File: src/rtl/glyph_reader_pkg.sv
// Shared constants for the glyph reader: cell geometry, glyph bitmaps,
// note codes and FSM state encoding.
package glyph_reader_pkg;
  localparam int CELL      = 12;
  localparam int CELL_BITS = CELL * CELL;
  localparam int NCELLS    = 3;

  typedef logic [CELL_BITS-1:0] glyph_t;
  typedef enum logic [1:0] {ST_IDLE, ST_CAPTURE, ST_MATCH, ST_RESULT} state_t;

  localparam logic [3:0] NOTE_NONE = 4'd0, NOTE_A = 4'd1, NOTE_AS = 4'd2, NOTE_B = 4'd3,
                         NOTE_C = 4'd4, NOTE_CS = 4'd5, NOTE_D = 4'd6, NOTE_DS = 4'd7,
                         NOTE_E = 4'd8, NOTE_F = 4'd9, NOTE_FS = 4'd10, NOTE_G = 4'd11,
                         NOTE_GS = 4'd12;

  // Candidate scan order: letters A..G = 0..6, sharp = 7, digits 1..4 = 8..11
  localparam logic [3:0] CAND_SHARP = 4'd7, CAND_ONE = 4'd8, CAND_LAST = 4'd11;

  // Bitmaps: MSB = row 0 col 0, row-major, 12 bits per row
  localparam glyph_t GLYPH_A = {12'h060, 12'h0F0, 12'h198, 12'h30C, 12'h30C, 12'h3FC,
                                12'h3FC, 12'h30C, 12'h30C, 12'h30C, 12'h30C, 12'h000};
  localparam glyph_t GLYPH_B = {12'h3F8, 12'h30C, 12'h30C, 12'h30C, 12'h3F8, 12'h3F8,
                                12'h30C, 12'h30C, 12'h30C, 12'h30C, 12'h3F8, 12'h000};
  localparam glyph_t GLYPH_C = {12'h0F8, 12'h18C, 12'h300, 12'h300, 12'h300, 12'h300,
                                12'h300, 12'h300, 12'h300, 12'h18C, 12'h0F8, 12'h000};
  localparam glyph_t GLYPH_D = {12'h3F0, 12'h318, 12'h30C, 12'h30C, 12'h30C, 12'h30C,
                                12'h30C, 12'h30C, 12'h30C, 12'h318, 12'h3F0, 12'h000};
  localparam glyph_t GLYPH_E = {12'h3FC, 12'h300, 12'h300, 12'h300, 12'h3F8, 12'h3F8,
                                12'h300, 12'h300, 12'h300, 12'h300, 12'h3FC, 12'h000};
  localparam glyph_t GLYPH_F = {12'h3FC, 12'h300, 12'h300, 12'h300, 12'h3F8, 12'h3F8,
                                12'h300, 12'h300, 12'h300, 12'h300, 12'h300, 12'h000};
  localparam glyph_t GLYPH_G = {12'h0F8, 12'h18C, 12'h300, 12'h300, 12'h300, 12'h33C,
                                12'h30C, 12'h30C, 12'h30C, 12'h18C, 12'h0F8, 12'h000};
  localparam glyph_t GLYPH_SHARP = {12'h000, 12'h198, 12'h198, 12'h7FE, 12'h198, 12'h198,
                                    12'h198, 12'h7FE, 12'h198, 12'h198, 12'h000, 12'h000};
  localparam glyph_t GLYPH_ONE   = {12'h060, 12'h0E0, 12'h1E0, 12'h060, 12'h060, 12'h060,
                                    12'h060, 12'h060, 12'h060, 12'h060, 12'h1F8, 12'h000};
  localparam glyph_t GLYPH_TWO   = {12'h0F0, 12'h198, 12'h00C, 12'h00C, 12'h018, 12'h030,
                                    12'h060, 12'h0C0, 12'h180, 12'h300, 12'h3FC, 12'h000};
  localparam glyph_t GLYPH_THREE = {12'h3F8, 12'h00C, 12'h00C, 12'h00C, 12'h0F8, 12'h0F8,
                                    12'h00C, 12'h00C, 12'h00C, 12'h00C, 12'h3F8, 12'h000};
  localparam glyph_t GLYPH_FOUR  = {12'h018, 12'h038, 12'h078, 12'h0D8, 12'h198, 12'h318,
                                    12'h3FC, 12'h3FC, 12'h018, 12'h018, 12'h018, 12'h000};

  // Letter index 0..6 (A..G) plus sharp flag -> note code
  function automatic logic [3:0] note_code(input logic [2:0] letter, input logic sharp);
    logic [3:0] base;
    case (letter)
      3'd0:    base = NOTE_A;
      3'd1:    base = NOTE_B;
      3'd2:    base = NOTE_C;
      3'd3:    base = NOTE_D;
      3'd4:    base = NOTE_E;
      3'd5:    base = NOTE_F;
      default: base = NOTE_G;
    endcase
    return base + {3'b000, sharp};
  endfunction
endpackage

File: src/rtl/glyph_reader_if.sv
// Capture/result bus between the pixel source, the glyph reader and its consumer.
interface glyph_reader_if;
  logic [7:0] base_x;
  logic [6:0] base_y;
  logic       start;
  logic [7:0] plot_x;
  logic [6:0] plot_y;
  logic [2:0] plot_colour;
  logic       plot_en;
  logic       frame_done;
  logic       ready;
  logic [3:0] note;
  logic [1:0] octave;
  logic       valid;
  logic       error;
  logic       busy;

  modport master(output base_x, base_y, start, plot_x, plot_y, plot_colour, plot_en,
                 frame_done, ready,
                 input note, octave, valid, error, busy);
  modport slave(input base_x, base_y, start, plot_x, plot_y, plot_colour, plot_en,
                frame_done, ready,
                output note, octave, valid, error, busy);
endinterface

File: src/rtl/glyph_reader_rom.sv
// Candidate glyph ROM: scan index -> 144-bit reference bitmap.
module glyph_rom
  import glyph_reader_pkg::*;
(
  input  logic [3:0] idx,
  output glyph_t     pat
);
  always_comb begin
    case (idx)
      4'd0:    pat = GLYPH_A;
      4'd1:    pat = GLYPH_B;
      4'd2:    pat = GLYPH_C;
      4'd3:    pat = GLYPH_D;
      4'd4:    pat = GLYPH_E;
      4'd5:    pat = GLYPH_F;
      4'd6:    pat = GLYPH_G;
      4'd7:    pat = GLYPH_SHARP;
      4'd8:    pat = GLYPH_ONE;
      4'd9:    pat = GLYPH_TWO;
      4'd10:   pat = GLYPH_THREE;
      4'd11:   pat = GLYPH_FOUR;
      default: pat = '0;
    endcase
  end
endmodule

File: src/rtl/glyph_reader.sv
// Captures a 3-cell note label out of a pixel-write stream, then matches each
// cell against the glyph ROM (one candidate per cycle) and reports the note.
module glyph_reader
  import glyph_reader_pkg::*;
(
  input logic clk,
  input logic resetn,
  glyph_reader_if.slave bus
);
  state_t state, state_nx;
  logic [7:0] bx_q;
  logic [6:0] by_q;
  glyph_t [NCELLS-1:0] cells;
  logic [3:0] idx;
  glyph_t rom_pat, cand;
  logic hit, last;
  logic let_hit, oct_hit, sh_hit;
  logic [2:0] let_idx;
  logic [1:0] oct_idx;
  logic [3:0] note_q;
  logic [1:0] oct_q;
  logic err_q;
  logic [8:0] dx, dy;
  logic in_win;
  logic [1:0] cell_sel;
  logic [3:0] col;
  logic [7:0] bit_idx;
  logic fin_oct, fin_ok, blank_c;
  logic [1:0] fin_oct_idx;

  glyph_rom u_rom (.idx(idx), .pat(rom_pat));

  // 9-bit offsets: a borrow shows up as a huge value, and the >= guards reject it
  assign dx = {1'b0, bus.plot_x} - {1'b0, bx_q};
  assign dy = {2'b00, bus.plot_y} - {2'b00, by_q};
  assign in_win = (bus.plot_x >= bx_q) && (bus.plot_y >= by_q) &&
                  (dx < 9'(NCELLS * CELL)) && (dy < 9'(CELL));

  always_comb begin
    cell_sel = 2'd2;
    col      = 4'(dx - 9'd24);
    if (dx < 9'd12) begin
      cell_sel = 2'd0;
      col      = dx[3:0];
    end else if (dx < 9'd24) begin
      cell_sel = 2'd1;
      col      = 4'(dx - 9'd12);
    end
  end
  assign bit_idx = 8'(CELL_BITS - 1) - (8'(dy[3:0]) * 8'(CELL) + 8'(col));

  // Letters live in cell 1, the sharp in cell 0, the octave digit in cell 2
  always_comb begin
    cand = cells[2];
    if (idx < CAND_SHARP)       cand = cells[1];
    else if (idx == CAND_SHARP) cand = cells[0];
  end
  assign hit  = (cand == rom_pat);
  assign last = (idx == CAND_LAST);

  // The final candidate is digit "4"; fold its compare in directly
  assign fin_oct     = oct_hit | hit;
  assign fin_oct_idx = hit ? 2'd3 : oct_idx;
  assign blank_c     = (cells[0] == '0);
  assign fin_ok      = let_hit && fin_oct && (sh_hit || blank_c) &&
                       !(sh_hit && (let_idx == 3'd1 || let_idx == 3'd4));

  always_ff @(posedge clk or negedge resetn) begin
    if (!resetn) state <= ST_IDLE;
    else         state <= state_nx;
  end

  always_comb begin
    state_nx = state;
    if (bus.start) state_nx = ST_CAPTURE;
    else begin
      case (state)
        ST_CAPTURE: if (bus.frame_done) state_nx = ST_MATCH;
        ST_MATCH:   if (last)           state_nx = ST_RESULT;
        ST_RESULT:  if (bus.ready)      state_nx = ST_IDLE;
        default:    ;
      endcase
    end
  end

  always_comb begin
    bus.busy  = (state == ST_CAPTURE) || (state == ST_MATCH);
    bus.valid = (state == ST_RESULT);
  end

  always_ff @(posedge clk or negedge resetn) begin
    if (!resetn) begin
      bx_q <= '0; by_q <= '0; cells <= '0; idx <= '0;
      let_hit <= 1'b0; oct_hit <= 1'b0; sh_hit <= 1'b0;
      let_idx <= '0; oct_idx <= '0;
      note_q <= NOTE_NONE; oct_q <= '0; err_q <= 1'b0;
    end else begin
      if (bus.start) begin
        bx_q  <= bus.base_x;
        by_q  <= bus.base_y;
        cells <= '0;
      end else if (state == ST_CAPTURE && bus.plot_en && in_win) begin
        cells[cell_sel][bit_idx] <= |bus.plot_colour;
      end
      if (state == ST_MATCH && !bus.start) begin
        idx <= idx + 4'd1;
        if (idx < CAND_SHARP && hit) begin
          let_hit <= 1'b1;
          let_idx <= idx[2:0];
        end
        if (idx == CAND_SHARP) sh_hit <= hit;
        if (idx >= CAND_ONE && hit) begin
          oct_hit <= 1'b1;
          oct_idx <= 2'(idx - CAND_ONE);
        end
        if (last) begin
          note_q <= fin_ok ? note_code(let_idx, sh_hit) : NOTE_NONE;
          oct_q  <= fin_ok ? fin_oct_idx : 2'd0;
          err_q  <= !fin_ok;
        end
      end else begin
        idx     <= '0;
        let_hit <= 1'b0;
        oct_hit <= 1'b0;
        sh_hit  <= 1'b0;
      end
    end
  end

  assign bus.note   = note_q;
  assign bus.octave = oct_q;
  assign bus.error  = err_q;
endmodule

File: src/flat_wrapper.sv
// flat-port wrapper written by rule: the top's interface ports become plain ports
module glyph_reader_flat import glyph_reader_pkg::*;
  (clk, resetn, bus_base_x, bus_base_y, bus_start, bus_plot_x, bus_plot_y, bus_plot_colour, bus_plot_en, bus_frame_done, bus_ready, bus_note, bus_octave, bus_valid, bus_error, bus_busy);
  glyph_reader_if bus_i ();
  input logic clk;
  input logic resetn;
  input wire logic [$bits(bus_i.base_x)-1:0] bus_base_x;
  input wire logic [$bits(bus_i.base_y)-1:0] bus_base_y;
  input wire logic [$bits(bus_i.start)-1:0] bus_start;
  input wire logic [$bits(bus_i.plot_x)-1:0] bus_plot_x;
  input wire logic [$bits(bus_i.plot_y)-1:0] bus_plot_y;
  input wire logic [$bits(bus_i.plot_colour)-1:0] bus_plot_colour;
  input wire logic [$bits(bus_i.plot_en)-1:0] bus_plot_en;
  input wire logic [$bits(bus_i.frame_done)-1:0] bus_frame_done;
  input wire logic [$bits(bus_i.ready)-1:0] bus_ready;
  output wire logic [$bits(bus_i.note)-1:0] bus_note;
  output wire logic [$bits(bus_i.octave)-1:0] bus_octave;
  output wire logic [$bits(bus_i.valid)-1:0] bus_valid;
  output wire logic [$bits(bus_i.error)-1:0] bus_error;
  output wire logic [$bits(bus_i.busy)-1:0] bus_busy;
  assign bus_i.base_x = bus_base_x;
  assign bus_i.base_y = bus_base_y;
  assign bus_i.start = bus_start;
  assign bus_i.plot_x = bus_plot_x;
  assign bus_i.plot_y = bus_plot_y;
  assign bus_i.plot_colour = bus_plot_colour;
  assign bus_i.plot_en = bus_plot_en;
  assign bus_i.frame_done = bus_frame_done;
  assign bus_i.ready = bus_ready;
  assign bus_note = bus_i.note;
  assign bus_octave = bus_i.octave;
  assign bus_valid = bus_i.valid;
  assign bus_error = bus_i.error;
  assign bus_busy = bus_i.busy;
  glyph_reader u_core (.clk(clk), .resetn(resetn), .bus(bus_i));
endmodule
File: config.mk
export PLATFORM = sky130hd
export DESIGN_NAME = glyph_reader_flat
export DESIGN_NICKNAME = d
export VERILOG_FILES = /design/src/rtl/glyph_reader_pkg.sv /design/src/rtl/glyph_reader_if.sv /design/src/rtl/glyph_reader_rom.sv /design/src/rtl/glyph_reader.sv /design/src/flat_wrapper.sv
export SDC_FILE = /design/constraint.sdc
export NUM_CORES = 1
export LEC_CHECK = 0
export ABC_AREA = 0
export BUFFER_PORTS_ARGS = -buffer_cell sky130_fd_sc_hd__buf_2
export CORE_ASPECT_RATIO = 0.8
export CORE_MARGIN = 3
export CORE_UTILIZATION = 64
export CTS_CLUSTER_DIAMETER = 120
export CTS_CLUSTER_SIZE = 12
export DETAILED_ROUTE_END_ITERATION = 16
export PLACE_DENSITY = 0.83
export SYNTH_ARGS = -nofsm -noshare
export SYNTH_HDL_FRONTEND = slang
export SYNTH_SLANG_ARGS = --single-unit
File: constraint.sdc
create_clock -name clk -period 7.78 [get_ports clk]
set_clock_uncertainty 0.1 [all_clocks]
set_input_delay 0.389 -clock clk [delete_from_list [all_inputs] [get_ports clk]]
set_output_delay 0.389 -clock clk [all_outputs]
set_load 0.1 [all_outputs]
; After elaboration in Yosys (flattened, before gate mapping)
; Memory sizes are Yosys's and may differ from the RTL's.
; Index checks and enable logic that the tools add are counted.
[op_classes]
addsub = 9
n_mul = 1
n_div = 0
n_lt_le_gt_ge = 12
eq_ne = 17
n_shift = 0
n_mux = 31
bitwise_logic = 1
n_reduce_logical = 29
[ops]
columns = cell, n
row1 = $mux 432, 2
row2 = $bwmux 432, 1
row3 = $mux 144, 3
row4 = $demux 144 s2, 1
row5 = $eq 144x144->1, 1
row6 = $logic_not 144->1, 1
row7 = $mux 4, 6
row8 = $pmux 4 s6, 1
row9 = $lt 9x4->1 const B, 2
row10 = $mux 2, 8
row11 = $logic_and 1x1->1, 14
row12 = $lt 8x9->1 const B, 1
row13 = $lt 9x5->1 const B, 1
row14 = $lt 9x6->1 const B, 1
row15 = $sub 8x8->9, 1
row16 = $add 8x4->8, 1
row17 = $demux 1 s8, 1
row18 = $ge 8x1->1 const B, 1
row19 = $ge 8x8->1, 1
row20 = $sub 4x4->4 const B, 2
row21 = $sub 7x7->8, 1
row22 = $sub 8x8->8 const A, 1
row23 = $ge 7x7->1, 1
row24 = $mux 1, 7
row25 = other kinds (29), 40
[totals]
regBits = 468
latch_bits = 0
mem_bits_rw = 0
mem_bits_ro = 1472
inputBits = 39
elab_cells = 116
n_memories = 1
[memory_table]
columns = name, depth, width, read_ports, rd_ports_with_merged_regs, wr, line_no
row1 = (no name shown), 16, 92, 1, 0, 0, glyph_reader_rom.sv:9  ; case (idx)

; Longest topological paths before layout
[depth]
depth_word = 15
ltp_mapped = 24
depth_no_buf = 22

; Hierarchy
; Synthesis repeated with hierarchy kept, for this count alone.
[hier_totals]
cells_unflattened = 3198
hier_area_um2 = 29883.7
[by_module_without_submodules]
columns = mod, n_inst, cells_per_inst, area_per_inst_um2
row1 = glyph_reader, 1, 2965, 28394.7
row2 = glyph_rom, 1, 233, 1488.9

; Worst setup path before layout
; OpenSTA, ideal clock, no wires.
[synth_timing]
path_type = input -> register
start = input port bus_plot_x[0]
end = register u_core.cells[30] in the netlist's numbering
t_arrival_ns = 5.778
required_ns = 7.545
path_slack_ns = 1.768
stages = 24
path_buffers = 3
cell_sequence = inv_1 > ha_1 > fa_1 > nand2b_1 > a21boi_1 > o21ai_0 > a2111o_1 > a222oi_1 > nand2_1 > clkbuf_1 > xnor2_1 > ha_1 > ha_1 > o21a_1 > o21ai_0 > a21oi_1 > xnor2_1 > xnor2_1 > or4_1 > clkbuf_1 > or3_1 > clkbuf_1 > o211ai_1 > o31ai_1
[synth_between]
elab_chain_len = 15
word_cells_on_any_way = 31
classes_between = add/sub (5) / order compare (8) / mux (11) / reduce/logical (7)
[synth_rtl]
columns = item, line_no
row1 = from (decl), flat_wrapper.sv:10  ; input wire logic [$bits(bus_i.plot_x)-1:0] bus_plot_x;
row2 = $sub 8x8->9, glyph_reader.sv:34  ; assign dx = {1'b0, bus.plot_x} - {1'b0, bx_q};
row3 = $lt 9x5->1 (tied with other cells), glyph_reader.sv:45  ; end else if (dx < 9'd24) begin
row4 = $mux 4, glyph_reader.sv:45
row5 = $mux 4, glyph_reader.sv:42  ; if (dx < 9'd12) begin
row6 = $add 8x4->8, glyph_reader.sv:50  ; assign bit_idx = 8'(CELL_BITS - 1) - (8'(dy[3:0]) * 8'(CELL) + 8'(col));
row7 = $sub 8x8->8, glyph_reader.sv:50
row8 = $lt 8x9->1 (not written as such) / $ge 8x1->1 (equally long branches), glyph_reader.sv:103  ; cells[cell_sel][bit_idx] <= |bus.plot_colour;
row9 = $logic_and 1x1->1 (not written as such), glyph_reader.sv:103
row10 = $mux 1 (not written as such), glyph_reader.sv:103
row11 = $demux 1 s8, n/a
row12 = $mux 144 (not written as such), glyph_reader.sv:103
row13 = $demux 144 s2, n/a
row14 = $bwmux 432, glyph_reader.sv:103
row15 = $mux 432, glyph_reader.sv:102  ; end else if (state == ST_CAPTURE && bus.plot_en && in_win) begin
row16 = $mux 432, glyph_reader.sv:98  ; if (bus.start) begin
row17 = "to (signal, indexed assignment)", glyph_reader.sv:103
row18 = to (decl), glyph_reader.sv:13  ; glyph_t [NCELLS-1:0] cells;
; Several ways; a longest one is shown, not always the timed one. The select of a mux whose other input is x is not followed.
; A chain may end at the register's enable or synchronous reset.

; Worst setup path in the final report
[layout_timing]
start = register u_core.bx_q[0]
end = register u_core.cells[108] in the netlist's numbering
[layout_between]
elab_chain_len = 15
word_cells_on_any_way = 31
classes_between = add/sub (5) / order compare (8) / mux (11) / reduce/logical (7)
[layout_rtl]
columns = item, line_no
row1 = from (decl), glyph_reader.sv:11  ; logic [7:0] bx_q;
row2 = from (signal assigned), glyph_reader.sv:99  ; bx_q <= bus.base_x;
row3 = $sub 8x8->9, glyph_reader.sv:34
row4 = $lt 9x5->1 (tied with other cells), glyph_reader.sv:45
row5 = $mux 4, glyph_reader.sv:45
row6 = $mux 4, glyph_reader.sv:42
row7 = $add 8x4->8, glyph_reader.sv:50
row8 = $sub 8x8->8, glyph_reader.sv:50
row9 = $lt 8x9->1 (not written as such) / $ge 8x1->1 (equally long branches), glyph_reader.sv:103
row10 = $logic_and 1x1->1 (not written as such), glyph_reader.sv:103
row11 = $mux 1 (not written as such), glyph_reader.sv:103
row12 = $demux 1 s8, n/a
row13 = $mux 144 (not written as such), glyph_reader.sv:103
row14 = $demux 144 s2, n/a
row15 = $bwmux 432, glyph_reader.sv:103
row16 = $mux 432, glyph_reader.sv:102
row17 = $mux 432, glyph_reader.sv:98
; Several ways; a longest one is shown, not always the timed one. The select of a mux whose other input is x is not followed.

==> impl_metrics.py <==
metrics = {
    "min_path": {
        "min_to": "u_core.bx_q[4]$_DFFE_PN0P_",
        "hold_depth": 3,
        "hp-class": "in2reg",
        "min-delay-start": "bus_start",
    },
    "detailed_routing": {
        "drtIter0Drc": 4631,
        "route.vias.total": 24900,
        "ant_nets": 0,
        "drt_wl_total_um": 97100,
        "drt-pass1-iter-count": 7,
        "wl_per_cell_um": 31.1,
        "via_per_inst": 7.99,
        "drcViolationCount": 0,
    },
    "outcome": {
        "status": "finished clean",
    },
    "synthesis": {
        "syn_nets": 2817,
        "synth_compound_area_share_pct": 30.5,
        "synth.most_common_cell": "dfrtp_1",
        "synth-simple-area-share_pct": 11.7,
        "synthXorXnorAreaFrac_pct": 2.39,
        "synth_fa_ha_area_share_pct": 2.24,
        "synthTopCellsByCount": "dfrtp_1 (468), o31ai_1 (311), o211ai_1 (307), clkbuf_1 (264), nand2_1 (178)",
        "synthFlopType": "dfrtp_1",
        "synth-seq-cells": 468,
        "synth_edf_count": 0,
        "synthTopCellsByArea": "dfrtp_1 (44%), o31ai_1 (8.8%), o211ai_1 (8.6%)",
        "synth.yosys.seq_area_share_pct": 43.9,
        "yosysUniqueCellTypes": 82,
        "synthArstFlopShare_pct": 100,
        "synthMuxAreaShare_pct": 3.47,
        "synth_top_family_by_area": "compound AO/OA/AOI/OAI gates",
        "syn-cell-area_sq_um": 26600,
        "synth_top_area_share_pct": 43.9,
        "syn_inst": 2732,
        "avgSynthCellArea_sq_um": 9.75,
        "yosysWarningCount": 0,
        "synth_top_cell_by_area": "dfrtp_1",
    },
    "timing": {
        "fmax_mhz": 152,
        "fin_crit_ns": 6.59,
        "rsz0062_at_grt": "false",
        "tightest_slew_ns": 1.24,
        "timing_max_transition_violations_final": 0,
        "hold_viol": 0,
        "period_share_pct": 84.8,
        "relSlewSlack_pct": 16.1,
        "finalSetupViolCount": 0,
        "tns_ns": 0,
    },
    "power_and_ir_drop": {
        "p_leak_nw": 11.4,
        "vdd.ir_drop.worst_mv": 0.229,
        "powerDensity_nw_per_um2": 221,
    },
    "grt": {
        "antenna_found_initial": 2,
        "grt_usage_pct": 43.2,
        "grt_start_max_net_pins": 208,
        "grt_pass1_wl_um": 145000,
        "grt_pass1_vias": 23100,
        "grt_overflow_total": 0,
    },
    "clock_tree": {
        "ctsLongestPathBuffers": 3,
        "cts_buffers": 44,
        "clk_pin_slew_worst_paths_ns": 0.07,
        "ctsHtreeMaxLevel": 2,
        "cts_resized": 0,
        "cts_tree": "built",
        "cts_setup_buffers": 0,
        "cts.sinks": 468,
        "clock_latency_ns": 0.59,
        "cts-root-buf": "clkbuf_16",
    },
    "placed_design": {
        "place.gp.congestion": 1.04,
        "dp_hpwl_um": 62600,
        "io_buffers": 47,
        "post_dp_cell_area_sq_um": 26900,
    },
    "setup_path": {
        "crit_family": "compound AO/OA/AOI/OAI gates",
        "worstPathArrival_ns": 6.89,
        "cp_slowest_cell": "nand3_4",
        "crit_fanout": 67,
        "crit_chain": "ha_1, fa_1, nand2b_1, a21boi_1, o21ai_0, a2111o_1, a222oi_1, nand2_1, xnor2_1, ha_1, ha_1, o21a_1, o21ai_0, a21oi_1, xnor2_1, xnor2_1, nor3_1, nand3_4, buf_4, o211ai_1, o31ai_1",
        "max_stage_delay_ns": 0.70,
        "path_class": "reg2reg",
        "regToRegSetupSlack_ns": 1.19,
        "timing.rr.start": "u_core.bx_q[0]$_DFFE_PN0P_",
        "cp.required_ns": 8.07,
        "cp-start-kind": "flop",
        "cp-end-kind": "flop",
        "reg2reg_to": "u_core.cells[108]$_DFFE_PN0P_",
        "cp.buffers_inverters": 1,
        "rr_worst_depth": 21,
    },
    "die": {
        "coreArea_sq_um": 40900,
        "die-area_sq_um": 44100,
        "ios": 48,
        "die_h_um": 189,
        "die_w_um": 234,
        "start_util_pct": 65.2,
        "num_rows": 66,
    },
    "final_layout": {
        "syn_to_final_growth_pct": 6.02,
        "final_nets": 2659,
        "fillers": 3092,
        "drive_gt1_share_pct": 7.73,
        "final_util_pct": 69.1,
        "postLayoutCellArea_sq_um": 28300,
    },
    "run": {
        "cap_viol_max_count": 0,
    },
}
[how the worst max path moves through the flow]
stage	to	slack (ns)	cells past startpoint	start
after floorplan	u_core.cells[30]$_DFFE_PN0P_	1.77	24	bus_plot_x[0]
after global placement	u_core.cells[28]$_DFFE_PN0P_	1.40	22	bus_plot_x[0]
after detailed placement	u_core.cells[316]$_DFFE_PN0P_	1.19	22	bus_plot_x[0]
after CTS	u_core.cells[28]$_DFFE_PN0P_	1.30	20	u_core.bx_q[0]$_DFFE_PN0P_
after global routing	u_core.cells[310]$_DFFE_PN0P_	0.78	20	u_core.bx_q[0]$_DFFE_PN0P_
final	u_core.cells[108]$_DFFE_PN0P_	1.19	21	u_core.bx_q[0]$_DFFE_PN0P_
[final cells by class]
cell class	count	area, sq um	share of cell area [%]
flip-flops and latches	468	11700	41.5
repair buffers	126	928	3.29
diodes	1	2.50	0.00886
well taps	544	681	2.41
inverters	59	229	0.810
clock inverters	2	46.3	0.164
multi-input cells	1875	13500	47.9
clock buffers	46	1130	4.00
[kinds of logic (layout without fill, tap and decap cells)]
logic type                 after synthesis  in the layout
and+or+nand+nor                        596            596
adders and majority gates               46             46
muxes                                   91             91
other                                    0              1
buffers and inverters                  389            233
DFF                                    468            468
AOI/OAI and AO/OA                     1071           1071
xor gates and xnor gates                71             71
[per-layer routing]
layer	up-vias	GRT usage (%)	share of wire, %
met3	384	14.0	15
met2	2002	61.7	41
met1	12100	60.5	38
li1	10400	-	-
met5	-	0	0.015
met4	2	18.8	5.7
[metrics by stage]
| stage | instances | total power [mW] | setup slack (ns) | hold WS, ns |
|---|---|---|---|---|
| final | 3121 | 6.25 | 1.19 | 0.244 |
| after global routing | 3120 | 6.43 | 0.779 | 0.267 |
| after CTS | 3120 | 6.15 | 1.30 | 0.237 |
| after detailed placement | 3056 | 4.22 | 1.19 | 0.310 |
| after global placement | 3056 | 4.16 | 1.40 | 0.300 |
| after floorplan | 2732 | 3.62 | 1.77 | -0.00659 |
[sequential cells by signal, indices dropped and copies added, names as in the netlist]
| name | cells |
|---|---|
| u_core.bus.note | 4 |
| u_core.idx | 4 |
| u_core.oct_hit | 1 |
| u_core.sh_hit | 1 |
| u_core.let_hit | 1 |
| u_core.cells | 432 |
| u_core.oct_idx | 2 |
| u_core.bus.octave | 2 |
| u_core.state | 2 |
| u_core.bus.error | 1 |
| u_core.bx_q | 8 |
| u_core.let_idx | 3 |
| u_core.by_q | 7 |
[power by group]
group | switching [mW] | internal (mW)
clock network | 0.941 | 1.03
logic | 1.47 | 0.358
registers | 0.00833 | 2.45
total | 2.42 | 3.83
[timing repair]
action	in CTS	in global routing
setup endpoints to repair	0	0
endpoints found under the hold margin	85	0
hold buffers	16	0
[worst min-delay path, stage by stage]
cell	delay, ns
buf_2	0.30
nand2_1	0.12
o21ai_0	0.07
[cell usage in the layout (no fill, tap or decap), drive strengths merged, types with 7 or more instances in the layout]
master / Yosys / final
nand4b: 21 / 21
nor2b: 14 / 14
a31oi: 9 / 9
nor2: 103 / 103
nor4: 62 / 62
and2: 21 / 21
o311ai: 113 / 113
nand2b: 20 / 20
a21o: 8 / 8
dlygate4sd3: 0 / 16
and4b: 13 / 13
o211ai: 307 / 307
inv: 59 / 59
or4: 9 / 9
nand4: 22 / 22
nand3b: 9 / 9
a21oi: 58 / 58
o31ai: 311 / 311
dfrtp: 468 / 468
ha: 43 / 43
nand3: 44 / 44
clkbuf: 266 / 46
o41ai: 100 / 100
xnor2: 37 / 37
a211oi: 7 / 7
and3: 20 / 20
mux2i: 80 / 80
nor3: 30 / 30
a311oi: 13 / 13
mux2: 11 / 11
xor2: 33 / 33
or3: 15 / 15
a211o: 9 / 9
a21boi: 10 / 10
or2: 7 / 7
buf: 64 / 110
o21ai: 63 / 63
a22oi: 8 / 8
nand2: 178 / 178
Power figures use the tool's default switching activity.
